`src/rtl/anb_rd_arb_mux.sv`:
```
// N-to-1 ANB read arbiter/mux: one address grant at a time toward the memory
// controller, with an ID queue that routes in-order read data back to the requester.
module anb_rd_arb_mux #(
    parameter int N           = 4,
    parameter int ADDR_W      = 32,
    parameter int LEN_W       = 16,
    parameter int DATA_W      = 64,
    parameter int DEPTH       = 32,
    parameter int MAX_OUTST   = 8,
    parameter int ROUND_ROBIN = 1
) (
    input  logic                  clk,
    input  logic                  rst,
    input  logic [N*ADDR_W-1:0]   m_addr,
    input  logic [N*LEN_W-1:0]    m_len,
    input  logic [N-1:0]          m_avalid,
    output logic [N-1:0]          m_aready,
    output logic [N*DATA_W-1:0]   m_data,
    output logic [N-1:0]          m_last,
    output logic [N-1:0]          m_valid,
    input  logic [N-1:0]          m_ready,
    output logic [ADDR_W-1:0]     s_addr,
    output logic [LEN_W-1:0]      s_len,
    output logic                  s_avalid,
    input  logic                  s_aready,
    input  logic [DATA_W-1:0]     s_data,
    input  logic                  s_last,
    input  logic                  s_valid,
    output logic                  s_ready,
    output logic                  orphan_err
);
    localparam int IDW = (N > 1) ? $clog2(N) : 1;
    localparam int PW  = $clog2(DEPTH);
    // With no per-master limit, the queue depth bounds each counter instead.
    localparam int CW  = (MAX_OUTST > 0) ? $clog2(MAX_OUTST + 1) : $clog2(DEPTH + 1);

    typedef enum logic {ST_IDLE = 1'b0, ST_GRANT = 1'b1} state_t;

    state_t              state_q, state_d;
    logic [IDW-1:0]      aid_q, aid_d;
    logic [IDW-1:0]      ptr_q, ptr_d;
    logic [ADDR_W-1:0]   s_addr_q, s_addr_d;
    logic [LEN_W-1:0]    s_len_q, s_len_d;
    logic                s_avalid_q, s_avalid_d;
    logic                orphan_q;

    logic [IDW-1:0]      idq_q [DEPTH];
    logic [PW:0]         wr_ptr_q, rd_ptr_q;
    logic [PW:0]         q_count;
    logic                q_full, q_empty;
    logic [IDW-1:0]      head;
    logic                push, pop;

    logic [CW-1:0]       outst_q [N];
    logic [N-1:0]        elig, inc, dec;
    logic [ADDR_W-1:0]   m_addr_a [N];
    logic [LEN_W-1:0]    m_len_a [N];
    logic [IDW-1:0]      win, cand;
    logic                any_elig;

    assign q_count = wr_ptr_q - rd_ptr_q;
    assign q_full  = (q_count == (PW+1)'(DEPTH));
    assign q_empty = (wr_ptr_q == rd_ptr_q);
    assign head    = idq_q[rd_ptr_q[PW-1:0]];
    assign s_ready = !q_empty && m_ready[head];
    assign pop     = s_valid && s_ready && s_last;
    assign push    = (state_q == ST_GRANT) && s_aready;

    genvar gi;
    generate
        for (gi = 0; gi < N; gi++) begin : g_port
            assign m_addr_a[gi] = m_addr[gi*ADDR_W +: ADDR_W];
            assign m_len_a[gi]  = m_len[gi*LEN_W +: LEN_W];
            assign elig[gi]     = m_avalid[gi] && !q_full &&
                                  ((MAX_OUTST == 0) || (outst_q[gi] < CW'(MAX_OUTST)));
            assign m_aready[gi] = (state_q == ST_GRANT) && (aid_q == IDW'(gi)) && s_aready;
            assign m_data[gi*DATA_W +: DATA_W] = s_data;
            assign m_valid[gi]  = !q_empty && (head == IDW'(gi)) && s_valid;
            assign m_last[gi]   = !q_empty && (head == IDW'(gi)) && s_last;
            assign inc[gi]      = push && (aid_q == IDW'(gi));
            assign dec[gi]      = pop && (head == IDW'(gi));

            always_ff @(posedge clk) begin
                if (rst) begin
                    outst_q[gi] <= '0;
                end else if (inc[gi] && !dec[gi]) begin
                    outst_q[gi] <= outst_q[gi] + 1'b1;
                end else if (dec[gi] && !inc[gi]) begin
                    outst_q[gi] <= outst_q[gi] - 1'b1;
                end
            end
        end
    endgenerate

    // Scan from the far end so the candidate closest to the start point is kept last.
    always_comb begin
        win      = '0;
        cand     = '0;
        any_elig = |elig;
        for (int k = N - 1; k >= 0; k--) begin
            if (ROUND_ROBIN != 0) begin
                cand = IDW'((int'(ptr_q) + k) % N);
            end else begin
                cand = IDW'(k);
            end
            if (elig[cand]) begin
                win = cand;
            end
        end
    end

    always_comb begin
        state_d    = state_q;
        aid_d      = aid_q;
        ptr_d      = ptr_q;
        s_addr_d   = s_addr_q;
        s_len_d    = s_len_q;
        s_avalid_d = s_avalid_q;
        case (state_q)
            ST_IDLE: begin
                if (any_elig) begin
                    aid_d      = win;
                    s_addr_d   = m_addr_a[win];
                    s_len_d    = m_len_a[win];
                    s_avalid_d = 1'b1;
                    state_d    = ST_GRANT;
                end
            end
            ST_GRANT: begin
                if (s_aready) begin
                    s_avalid_d = 1'b0;
                    ptr_d      = (aid_q == IDW'(N - 1)) ? '0 : aid_q + 1'b1;
                    state_d    = ST_IDLE;
                end
            end
            default: state_d = ST_IDLE;
        endcase
    end

    always_ff @(posedge clk) begin
        if (rst) begin
            state_q    <= ST_IDLE;
            aid_q      <= '0;
            ptr_q      <= '0;
            s_addr_q   <= '0;
            s_len_q    <= '0;
            s_avalid_q <= 1'b0;
            wr_ptr_q   <= '0;
            rd_ptr_q   <= '0;
            orphan_q   <= 1'b0;
        end else begin
            state_q    <= state_d;
            aid_q      <= aid_d;
            ptr_q      <= ptr_d;
            s_addr_q   <= s_addr_d;
            s_len_q    <= s_len_d;
            s_avalid_q <= s_avalid_d;
            if (push) begin
                wr_ptr_q <= wr_ptr_q + 1'b1;
            end
            if (pop) begin
                rd_ptr_q <= rd_ptr_q + 1'b1;
            end
            if (s_valid && q_empty) begin
                orphan_q <= 1'b1;
            end
        end
    end

    always_ff @(posedge clk) begin
        if (push) begin
            idq_q[wr_ptr_q[PW-1:0]] <= aid_q;
        end
    end

    assign s_addr     = s_addr_q;
    assign s_len      = s_len_q;
    assign s_avalid   = s_avalid_q;
    assign orphan_err = orphan_q;

endmodule

```
`config.mk`:
```
export PLATFORM = sky130hd
export DESIGN_NAME = anb_rd_arb_mux
export DESIGN_NICKNAME = d
export VERILOG_FILES = /design/src/rtl/anb_rd_arb_mux.sv
export SDC_FILE = /design/constraint.sdc
export NUM_CORES = 1
export LEC_CHECK = 0
export CAP_MARGIN = 20
export CORE_AREA = 5 5 229 231
export CTS_CLUSTER_DIAMETER = 80
export DETAILED_ROUTE_END_ITERATION = 16
export DIE_AREA = 0 0 234 236
export DONT_BUFFER_PORTS = 1
export GPL_ROUTABILITY_DRIVEN = 0
export PLACE_DENSITY = 0.32
export SLEW_MARGIN = 40
export SYNTH_ARGS = -nofsm -noshare
export SYNTH_HDL_FRONTEND = slang
export SYNTH_SLANG_ARGS = --single-unit
```
`constraint.sdc`:
```
create_clock -name clk -period 4.1 [get_ports clk]
set_clock_uncertainty 0.05 [all_clocks]
set_input_delay 0.41 -clock clk [delete_from_list [all_inputs] [get_ports clk]]
set_output_delay 0.41 -clock clk [all_outputs]
set_load 0.01 [all_outputs]
```
==> run_results.csv, run 1 <==
group,metric,value,unit
synth,syn_area,0.01016,mm2
critical_path,crit_arrival,4020,ps
critical_path,cp-start-kind,"flop",
critical_path,crit_slowest_cell,"mux4_2",
floorplanning,num_rows,82,
floorplanning,coreArea,0.04986,mm2
synth,avgSynthCellArea,9.319,um2
synth,ys_top_cells_by_area,"edfxtp_1 24%, buf_4 19%, dfxtp_1 14%",
synth,synthDominantCellAreaShare,23.65,%
global_routing,antenna_found_initial,3,
routing,via_per_inst,4.367,
floorplanning,boundaryPins,588,
global_routing,grt_pass1_wl,52900,um
routing,totalWireLength,37060,um
placed_design,placed_cells,1484,
critical_path,end_kind,"flop",
timing,rsz0062_at_grt,"no",
synth,synth_edf_count,80,
clock_network,cts_buffers,17,
job,maxCapViolations,0,
routing,drc,0,
power_and_ir_drop,leakagePower,3.309,nW
critical_path,cp-endpoint,"outst_q[2][3]$_SDFFCE_PN0P_",
critical_path,cp_cell_sequence,"mux4_2 -> mux4_2 -> mux2_4 -> nor2_1 -> nand3_1 -> nor3_2 -> nand2_1 -> nor2_1 -> ha_1 -> a21o_1 -> a21oi_1 -> xnor2_1 -> or3_1 -> a21oi_1",
min_path,worstHoldPathType,"in2reg",
placed_design,place_area,0.009209,mm2
global_routing,grt.total_usage,13.36,%
clock_network,clock_latency,470,ps
routing,highest_layer,"met5",
timing,final_max_slew_viol_count,0,
critical_path,rr_worst_depth,14,
finish,final_cell_mix,"116 x nor2_1, 90 x nand2_1, 80 x edfxtp_1",
critical_path,reg2reg_setup_slack,340,ps
finish,layout_commonest_cell,"nor2_1",
synth,netlist_instances,1090,
timing,timing.hold.ws,68.02,ps
synth,synth-seq-cells,152,
synth,async_reset_ff_share,0,%
power_and_ir_drop,p_total,4.432,mW
finish,nets,1163,
clock_network,cts_tree,"built",
finish,stdcell_count,1557,
routing,drtIter0Drc,360,
clock_network,clock_sinks,152,
clock_network,clkSlewWorstSetupHoldPaths,70,ps
routing,met3_length,4010,um
floorplanning,start_util,20.37,%
synth,yosys_warnings,0,
placed_design,dpl.hpwl,29120,um
clock_network,h-tree-depth,4,
timing,fin_ws,344.3,ps
outcome,status,"completed",
critical_path,worst_path_largest_cell_delay,540,ps
global_routing,grt_max_degree,51,
timing,relSlewSlack,50.14,%
timing,max_freq,266.3,MHz
synth,synth.distinct_cells,57,
critical_path,path_max_fanout,9,
finish,syn2layout_area_growth,0.6159,%
routing,wl_met2,16690,um
global_routing,grt_pass1_vias,7255,
finish,drive_above_1_share,16.29,%
critical_path,rr_endpoint,"outst_q[2][3]$_SDFFCE_PN0P_",
critical_path,critPathRequiredTime,4360,ps
placed_design,port_buffers,0,
synth,synthFlopType,"edfxtp_1",
critical_path,cp_num_cells,14,
routing,route.antenna.remaining_nets,0,
critical_path,path_buf_inv,0,
finish,design_area,0.01022,mm2
timing,setup_viol,0,
timing,final_period_minus_worst_setup_slack,3756,ps
placed_design,pre_cts_slack,-18.06,ps
routing,vias,6799,
floorplanning,dieHeight,236,um
timing,worst_pin_slew,746.3,ps
critical_path,critical_path_class,"reg2reg",
power_and_ir_drop,ir_drop,216.3,uV
routing,met1Wirelength,15200,um
timing,min_period_over_period,91.60,%
power_and_ir_drop,power.density,433.7,mW/mm2
timing,hold_viol,0,
floorplanning,fp.dieArea,0.05522,mm2
clock_network,clockRootBuffer,"clkbuf_16",
synth,synth_seq_area_share,37.84,%
synth,synth_top_area_cell,"edfxtp_1",
synth,syn_nets,1382,
floorplanning,die_x,234,um
global_routing,grt-ovfl-total,0,
routing,drtPass1Iterations,4,
clock_network,postCtsSetupRepairBufs,0,
clock_network,cts_max_path_buffers,2,
critical_path,crit_family,"multiplexers",
routing,wire_per_inst,23.80,um
==> how the worst min path moves through the flow <==
stage,slack (ps),cells past startpoint,endpoint,from
CTS,10,2,state_q$_SDFF_PP0_,s_aready
finish,70,2,s_addr[19]$_SDFFE_PP0P_,m_addr[83]
global placement,410,2,ptr_q[1]$_SDFFE_PP0P_,ptr_q[1]$_SDFFE_PP0P_
global route,30,2,state_q$_SDFF_PP0_,s_aready
detailed placement,430,2,ptr_q[1]$_SDFFE_PP0P_,ptr_q[1]$_SDFFE_PP0P_
floorplan,400,2,ptr_q[1]$_SDFFE_PP0P_,ptr_q[1]$_SDFFE_PP0P_
==> cell type report <==
class | count | area [um2]
fill | 5524 | 39640
multi-input combinational | 601 | 4130
sequential | 152 | 3847
tap | 672 | 840.8
timing repair buffer | 76 | 725.7
clock buffer | 18 | 450.4
clock inverter | 14 | 136.4
inverter | 23 | 86.33
antenna | 1 | 2.502
==> where the power goes <==
part	internal, mW	total, mW	leakage [nW]	switching, mW
Combinational	0.348	0.857	1.67	0.509
Sequential	1.73	1.93	1.35	0.201
Clock	0.887	1.64	0.294	0.754
==> synthesized netlist by cell type, types with 4 or more instances <==
| cell | number |
|---|---|
| mux4_2 | 10 |
| mux2_2 | 40 |
| buf_4 | 258 |
| inv_1 | 23 |
| xnor2_1 | 9 |
| xor2_1 | 4 |
| nand4_1 | 5 |
| nand2_1 | 90 |
| nor2_1 | 119 |
| nand3_1 | 22 |
| nor2b_1 | 15 |
| and3_1 | 5 |
| a211oi_1 | 42 |
| a221oi_1 | 40 |
| or2_2 | 4 |
| o2111ai_1 | 8 |
| edfxtp_1 | 80 |
| clkbuf_1 | 48 |
| a21oi_1 | 34 |
| nand3b_1 | 8 |
| dfxtp_1 | 72 |
| ha_1 | 22 |
| nor3_1 | 20 |
| a32oi_1 | 6 |
| o21ai_0 | 13 |
| nand2b_1 | 11 |
| mux2i_1 | 24 |
| or3_1 | 4 |
==> worst register-to-register path, cell delays in order (launching register included) <==
cell	delay [ps]
dfxtp_4	460
mux4_2	540
mux4_2	490
mux2_4	300
nor2_1	100
nand3_1	130
nor3_2	160
nand2_1	80
nor2_1	150
ha_1	250
a21o_1	170
a21oi_1	180
xnor2_1	90
or3_1	310
a21oi_1	140
==> cells by family (layout without fill, tap and decap cells) <==
kind of cell | count (synthesis) | count (layout) | synth area share (%)
AOI/OAI and AO/OA | 169 | 169 | 12.05
xor gates and xnor gates | 13 | 13 | 1.121
adders and majority gates | 23 | 23 | 2.907
buffers and inverters | 337 | 131 | 22.25
DFF | 152 | 152 | 37.84
muxes | 77 | 77 | 9.387
other | 0 | 1 | 0
and+or+nand+nor | 319 | 319 | 14.45
==> timing repair <==
item / 4_1_cts / 5_1_grt
pin swaps: 0 / 0
setup endpoints to repair: 1 / 1
gates resized for setup: 1 / 1
endpoints found under the hold margin: 63 / 0
hold buffers: 39 / 0
==> per-layer routing <==
metal  vias to the layer above  GRT usage [%]
met5                         -          2.232
met2                       428          19.96
met4                         6          4.787
li1                       3162              -
met3                        48          7.276
met1                      3155          16.04
==> sequential cells by signal, indices dropped and copies added, names as in the netlist, named ones only <==
name and count:
ptr_q 2, s_len 16, idq_q 64, s_avalid 1, outst_q 16, rd_ptr_q 6
state_q 1, wr_ptr_q 6, s_addr 32, aid_q 2, orphan_err 1
==> metrics by stage <==
stage / utilization [%] / setup TNS [ps]
final: 20.50 / 0
after global routing: 20.50 / 0
after CTS: 20.47 / 0
after detailed placement: 18.47 / -18.06
after global placement: 18.46 / 0
after floorplan: - / 0
(Power assumes the default switching activity.)
==> run 2: changes to the inputs <==
==> constraint.sdc (replaced) <==
create_clock -name clk -period 3.3 [get_ports clk]
set_clock_uncertainty 0.05 [all_clocks]
set_input_delay 0.33 -clock clk [delete_from_list [all_inputs] [get_ports clk]]
set_output_delay 0.33 -clock clk [all_outputs]
set_load 0.01 [all_outputs]
==> run_results.csv, run 2 (same netlist as run 1, synthesis figures left out) <==
group,metric,value,unit
clock_network,h-tree-depth,4,
floorplanning,fp.dieArea,0.05522,mm2
min_path,holdPathEnd,"s_addr[2]$_SDFFE_PP0P_",
placed_design,port_buffers,0,
power_and_ir_drop,swShare,34.16,%
finish,final_cell_mix,"106 x nor2_1, 87 x nand2_1, 80 x edfxtp_1, 80 x buf_4, 69 x dfxtp_1",
min_path,hold_path_depth,1,
power_and_ir_drop,clock_power_share,35.1,%
critical_path,critical_path_class,"reg2reg",
routing,drtIter0Drc,344,
power_and_ir_drop,ir_drop,283.8,uV
critical_path,rr_worst_depth,15,
clock_network,clkSlewWorstSetupHoldPaths,70,ps
routing,via_per_inst,4.407,
routing,drtPass1Iterations,4,
floorplanning,die_x,234,um
floorplanning,start_util,20.37,%
global_routing,grt_pass1_vias,7580,
critical_path,crit_arrival,4010,ps
power_and_ir_drop,power_frac_comb,23.3,%
critical_path,worst_path_largest_cell_delay,510,ps
clock_network,cts_max_path_buffers,2,
floorplanning,num_rows,82,
min_path,worstHoldPathType,"in2reg",
floorplanning,coreArea,0.04986,mm2
global_routing,grt-ovfl-total,0,
routing,drc,0,
routing,totalWireLength,38610,um
critical_path,critPathRequiredTime,3570,ps
clock_network,cts_tree,"built",
critical_path,path_max_fanout,5,
floorplanning,boundaryPins,588,
timing,worst_pin_slew,717.5,ps
clock_network,clockRootBuffer,"clkbuf_16",
finish,drive_above_1_share,28.97,%
clock_network,clock_sinks,152,
power_and_ir_drop,p_sw,1.959,mW
critical_path,rr_endpoint,"outst_q[2][3]$_SDFFCE_PN0P_",
global_routing,grt_pass1_wl,54780,um
routing,vias,7043,
timing,setup_viol,10,
outcome,status,"complete, but fails checks",
timing,hold_viol,49,
timing,min_period_over_period,113.2,%
floorplanning,dieHeight,236,um
placed_design,dpl.hpwl,29150,um
outcome,violations,"negative hold slack, negative setup slack",
timing,final_period_minus_worst_setup_slack,3736,ps
timing,max_freq,267.7,MHz
min_path,hold_start,"rst",
timing,timing.hold.ws,-64.80,ps
clock_network,clock_latency,470,ps
critical_path,path_buf_inv,3,
clock_network,cts_buffers,17,
critical_path,crit_family,"multiplexers",
global_routing,grt.total_usage,13.84,%
power_and_ir_drop,cell_internal_pwr,3.776,mW
power_and_ir_drop,seqPwrFrac,41.6,%
critical_path,end_kind,"flop",
finish,layout_commonest_cell,"nor2_1",
critical_path,reg2reg_setup_slack,-440,ps
job,maxCapViolations,0,
routing,route.antenna.remaining_nets,0,
global_routing,antenna_found_initial,6,
routing,wire_per_inst,24.16,um
clock_network,cts_hold_buf,10,
power_and_ir_drop,power.density,522.2,mW/mm2
critical_path,crit_slowest_cell,"mux4_2",
finish,nets,1204,
placed_design,placed_cells,1533,
global_routing,grt_max_degree,89,
timing,final_max_slew_viol_count,0,
finish,stdcell_count,1598,
critical_path,cp-start-kind,"flop",
power_and_ir_drop,leakagePower,3.663,nW
timing,rsz0062_at_grt,"yes",
finish,largest_register_ffs,64,
finish,syn2layout_area_growth,8.130,%
timing,fin_ws,-436.1,ps
timing,relSlewSlack,51.80,%
critical_path,cp_cell_sequence,"buf_12 -> mux4_2 -> mux4_2 -> mux2_4 -> buf_6 -> buf_6 -> nor3_4 -> nand2_1 -> nor2_2 -> ha_1 -> a21o_1 -> a21oi_2 -> xnor2_1 -> or3_1 -> a21oi_1",
-- run 2: cell count changes in the layout (fill, tap and decap cells not counted), moves of 4 or more --
cell,change
buf_4,+47
a211oi_2,+6
nor2_1,-10
nor2_2,+5
buf_6,+9
a221oi_2,+15
nor2_4,+7
a211oi_1,-6
buf_12,+10
dlygate4sd3_1,-27
a221oi_1,-17
a21oi_1,-4
-- run 2: power by group through the flow --
stage	logic, mW	registers [mW]	clock network [mW]
after floorplan	0.985	2.34	0
after global placement	1.10	2.45	0
after detailed placement	1.11	2.45	0
after CTS	1.25	2.41	2.11
after global routing	1.47	2.41	2.17
final	1.33	2.39	2.01
-- run 2: layout make-up --
type	count	area, um2
inverters	23	86.33
clock buffers	18	450.4
diodes	1	2.502
repair buffers	115	1120
clock inverters	14	128.9
fillers	5554	38880
multi-input cells	603	4507
flip-flops and latches	152	3847
well taps	672	840.8
-- run 2: how the worst max path moves through the flow --
stage | startpoint | to | slack (ps) | depth (start not counted)
floorplan | flop | outst_q[2][3]$_SDFFCE_PN0P_ | -500 | 17
global placement | flop | outst_q[2][3]$_SDFFCE_PN0P_ | -510 | 15
detailed placement | flop | outst_q[2][3]$_SDFFCE_PN0P_ | -560 | 15
CTS | flop | outst_q[2][3]$_SDFFCE_PN0P_ | -510 | 15
global route | flop | outst_q[2][3]$_SDFFCE_PN0P_ | -590 | 15
finish | flop | outst_q[2][3]$_SDFFCE_PN0P_ | -440 | 15
-- run 2: per-stage QoR --
step	worst slack, ps	power, mW	cell area (um2)	util (%)	TNS, ps
2_1_floorplan	-497.4	3.325	10160	-	-996.6
3_3_place_gp	-513.1	3.548	9654	19.36	-2057
3_5_place_dp	-564.8	3.564	9669	19.39	-1385
4_1_cts	-513.5	5.760	10630	21.31	-1766
5_1_grt	-588.7	6.046	10980	22.03	-3583
6_report	-436.1	5.735	10980	22.03	-2021
-- run 2: metal layers --
layer	up-vias	share of wire [%]	GRT usage, %
li1	3263	-	-
met1	3289	41	16.41
met2	439	46	21.16
met3	46	11	7.505
met4	6	2.3	4.681
met5	-	0.29	1.429
-- run 2: timing repair --
item / 4_1_cts / 5_1_grt
pin swaps: 24 / 28
gates cloned: 2 / 1
setup buffers: 10 / 11
gates resized for setup: 32 / 56
endpoints found under the setup margin: 26 / 90
hold endpoints to repair: 69 / 57
==> RTL edit, RTL diff (settings of run 2) <==
Set the parameter `ROUND_ROBIN` to 0 (it was 1).
--- a/src/rtl/anb_rd_arb_mux.sv
+++ b/src/rtl/anb_rd_arb_mux.sv
@@ -7,7 +7,7 @@
     parameter int DATA_W      = 64,
     parameter int DEPTH       = 32,
     parameter int MAX_OUTST   = 8,
-    parameter int ROUND_ROBIN = 1
+    parameter int ROUND_ROBIN = 0
 ) (
     input  logic                  clk,
     input  logic                  rst,
Formal check against the unedited RTL: not equivalent (Yosys sat finds a counterexample within 4 cycles, from zero or initial values and one cycle with rst high).
==> RTL edit against run 2 <==
Non-clock buffer count down 66; power down 11%; design area down 11%; sequential cell count down 2; final cell count down 2.8%; synthesized area down 1.7%; wire length down 14%; setup slack better by 530 ps; largest cell class unchanged.
==> RTL edit: results (changes against run 2) <==
stage,metric,value,unit,change
sta,Worst Slack Setup Final,97.1,ps,+533 ps
synth,Synth Area in Adders,2.46,%,-0.45 points
final_layout,max reg flops,64,,unchanged
drt,Post-Route M1 WL,13600,µm,-14%
setup_path,arrival time worst endpoint,3460,ps,-550 ps
pwr,maximum VDD drop,0.369,mV,+30%
drt,DR pass1 iterations,4,,unchanged
setup_path,r2r worst-path depth,15,,unchanged
grt,first-pass GRT wire length,48000,µm,-12%
outcome,status,"complete, no violations",,
grt,antenna violations before repair,1,,-5
synth,post-synthesis mux area share,8.74,%,-0.65 points
min_path,hold path start,rst,,
setup_path,Crit path largest cell delay,390,ps,-120 ps
drt,DR WL met2,16300,µm,-7.9%
drt,drt initial violations,266,,-23%
synth,top area cells in the synthesized netlist,"edfxtp_1 (24%), buf_4 (19%), dfxtp_1 (14%)",,
synth,Synth Area in Compound Gates,10.6,%,-1.5 points
clock_network,CTS Buf Count,17,,unchanged
sta,Max Transition Viols Final,0,,unchanged
drt,routed via count,6727,,-4.5%
setup_path,Crit-path slowest cell,or3_4,,
setup_path,Crit Path Max Fanout,13,,+8
synth,Commonest cells post-synth,"buf_4 (258), nor2_1 (126), nand2_1 (88)",,
clock_network,clk_lat worst skew,450,ps,-20 ps
pwr,P_leak,3.28,nW,-10%
synth,post-synthesis sequential area ratio,38.1,%,+0.27 points
final_layout,share of cells above drive strength 1,12.5,%,-16 points
drt,Routed met3 length,2730,µm,-34%
grt,vias in the first global route,7119,,-6.1%
synth,XOR/XNOR Fraction of Synth Area,1.32,%,+0.20 points
min_path,hold crit path type,in2reg,,
synth,Netlist cell types,55,,-3.5%
placed_design,Post-Place Worst Slack,23.4,ps,+588 ps
drt,Max Used Layer,met4,,
drt,final wirelength,33300,µm,-14%
sta,Max-slew headroom,56.0,%,+4.2 points
min_path,Worst Hold End,rd_ptr_q[1],,
final_layout,nets,1156,,-4.0%
clock_network,CTS max path bufs,2,,unchanged
synth,Synthesized Nets,1400,,+1.3%
placed_design,HPWL Detailed,25800,µm,-12%
grt,pin count of the biggest net entering global routing,70,,-21%
clock_network,Post-CTS Setup Inserts,0,,-10
grt,gr usage total,11.8,%,-2.1 points
min_path,hold depth,1,,unchanged
-- RTL edit: cell count changes in the layout (fill, tap and decap cells not counted), sizes merged, moves of 10 or more --
cell,run 2,this run
buf,105,45
mux2i,24,80
nor3,22,64
o21ai,16,54
mux2,43,6
a211oi,42,7
a21oi,34,19
mux4,10,0
-- RTL edit: layout make-up --
| class | instances | area [µm²] |
|---|---|---|
| clock buffers | 17 | 425 |
| diodes | 1 | 2.50 |
| multi-input cells | 632 | 4010 |
| flip-flops and latches | 150 | 3810 |
| fillers | 5569 | 40100 |
| repair buffers | 49 | 470 |
| clock inverters | 15 | 166 |
| inverters | 18 | 67.6 |
| well taps | 672 | 841 |
-- RTL edit: metrics by stage --
stage               std cells  hold slack [ps]  power [W]  cell area (µm²)
detailed placement       1516              372    0.00316             9080
floorplan                1112              414    0.00312             9980
global placement         1515              377    0.00315             9060
finish                   1554             38.4    0.00513             9790
global route             1553             15.3    0.00542             9790
CTS                      1552             17.2    0.00525             9730
-- RTL edit: worst max-delay path: cells and delay by family (launching register included) --
kind | cells | cell delay, ps
buffers and inverters | 2 | 240
muxes | 2 | 580
DFF | 1 | 380
adders and majority gates | 1 | 220
AOI/OAI and AO/OA | 5 | 720
xor gates and xnor gates | 1 | 140
and+or+nand+nor | 4 | 720
-- RTL edit: kinds of logic after synthesis --
family / after synthesis
AO/OA/AOI/OAI: 154
adder cells (fa/ha/maj): 19
XOR/XNOR: 15
AND/OR/NAND/NOR: 358
flip-flops: 150
multiplexers: 86
buffers and inverters: 330
-- RTL edit: metal layers --
metal	GRT usage, %	vias up
met5	0.893	-
met3	5.17	35
met4	3.65	0
met1	13.7	3137
li1	-	3146
met2	19.4	409
-- RTL edit: how the worst max path moves through the flow --
stage                     to  depth (start not counted)         from
3_3_place_gp   outst_q[2][3]                         15    flip-flop
6_report       outst_q[2][3]                         15    flip-flop
4_1_cts        outst_q[2][3]                         15    flip-flop
5_1_grt             s_len[8]                         13  rd_ptr_q[1]
2_1_floorplan  outst_q[2][3]                         16    flip-flop
3_5_place_dp   outst_q[2][3]                         13    flip-flop
-- RTL edit: what timing repair did --
item / CTS / global route
hold buffers: 4 / 0
hold endpoints to repair: 70 / 0
gates cloned: 0 / 1
gates resized for setup: 1 / 9
pin swaps: 0 / 1
setup endpoints to repair: 1 / 51
-- RTL edit: power breakdown --
group	switching (W)	total, W	internal, W
combinational	0.000498	0.000813	0.000315
sequential	0.000196	0.00229	0.00210
clock	0.000890	0.00202	0.00113
total	0.00158	0.00513	0.00355
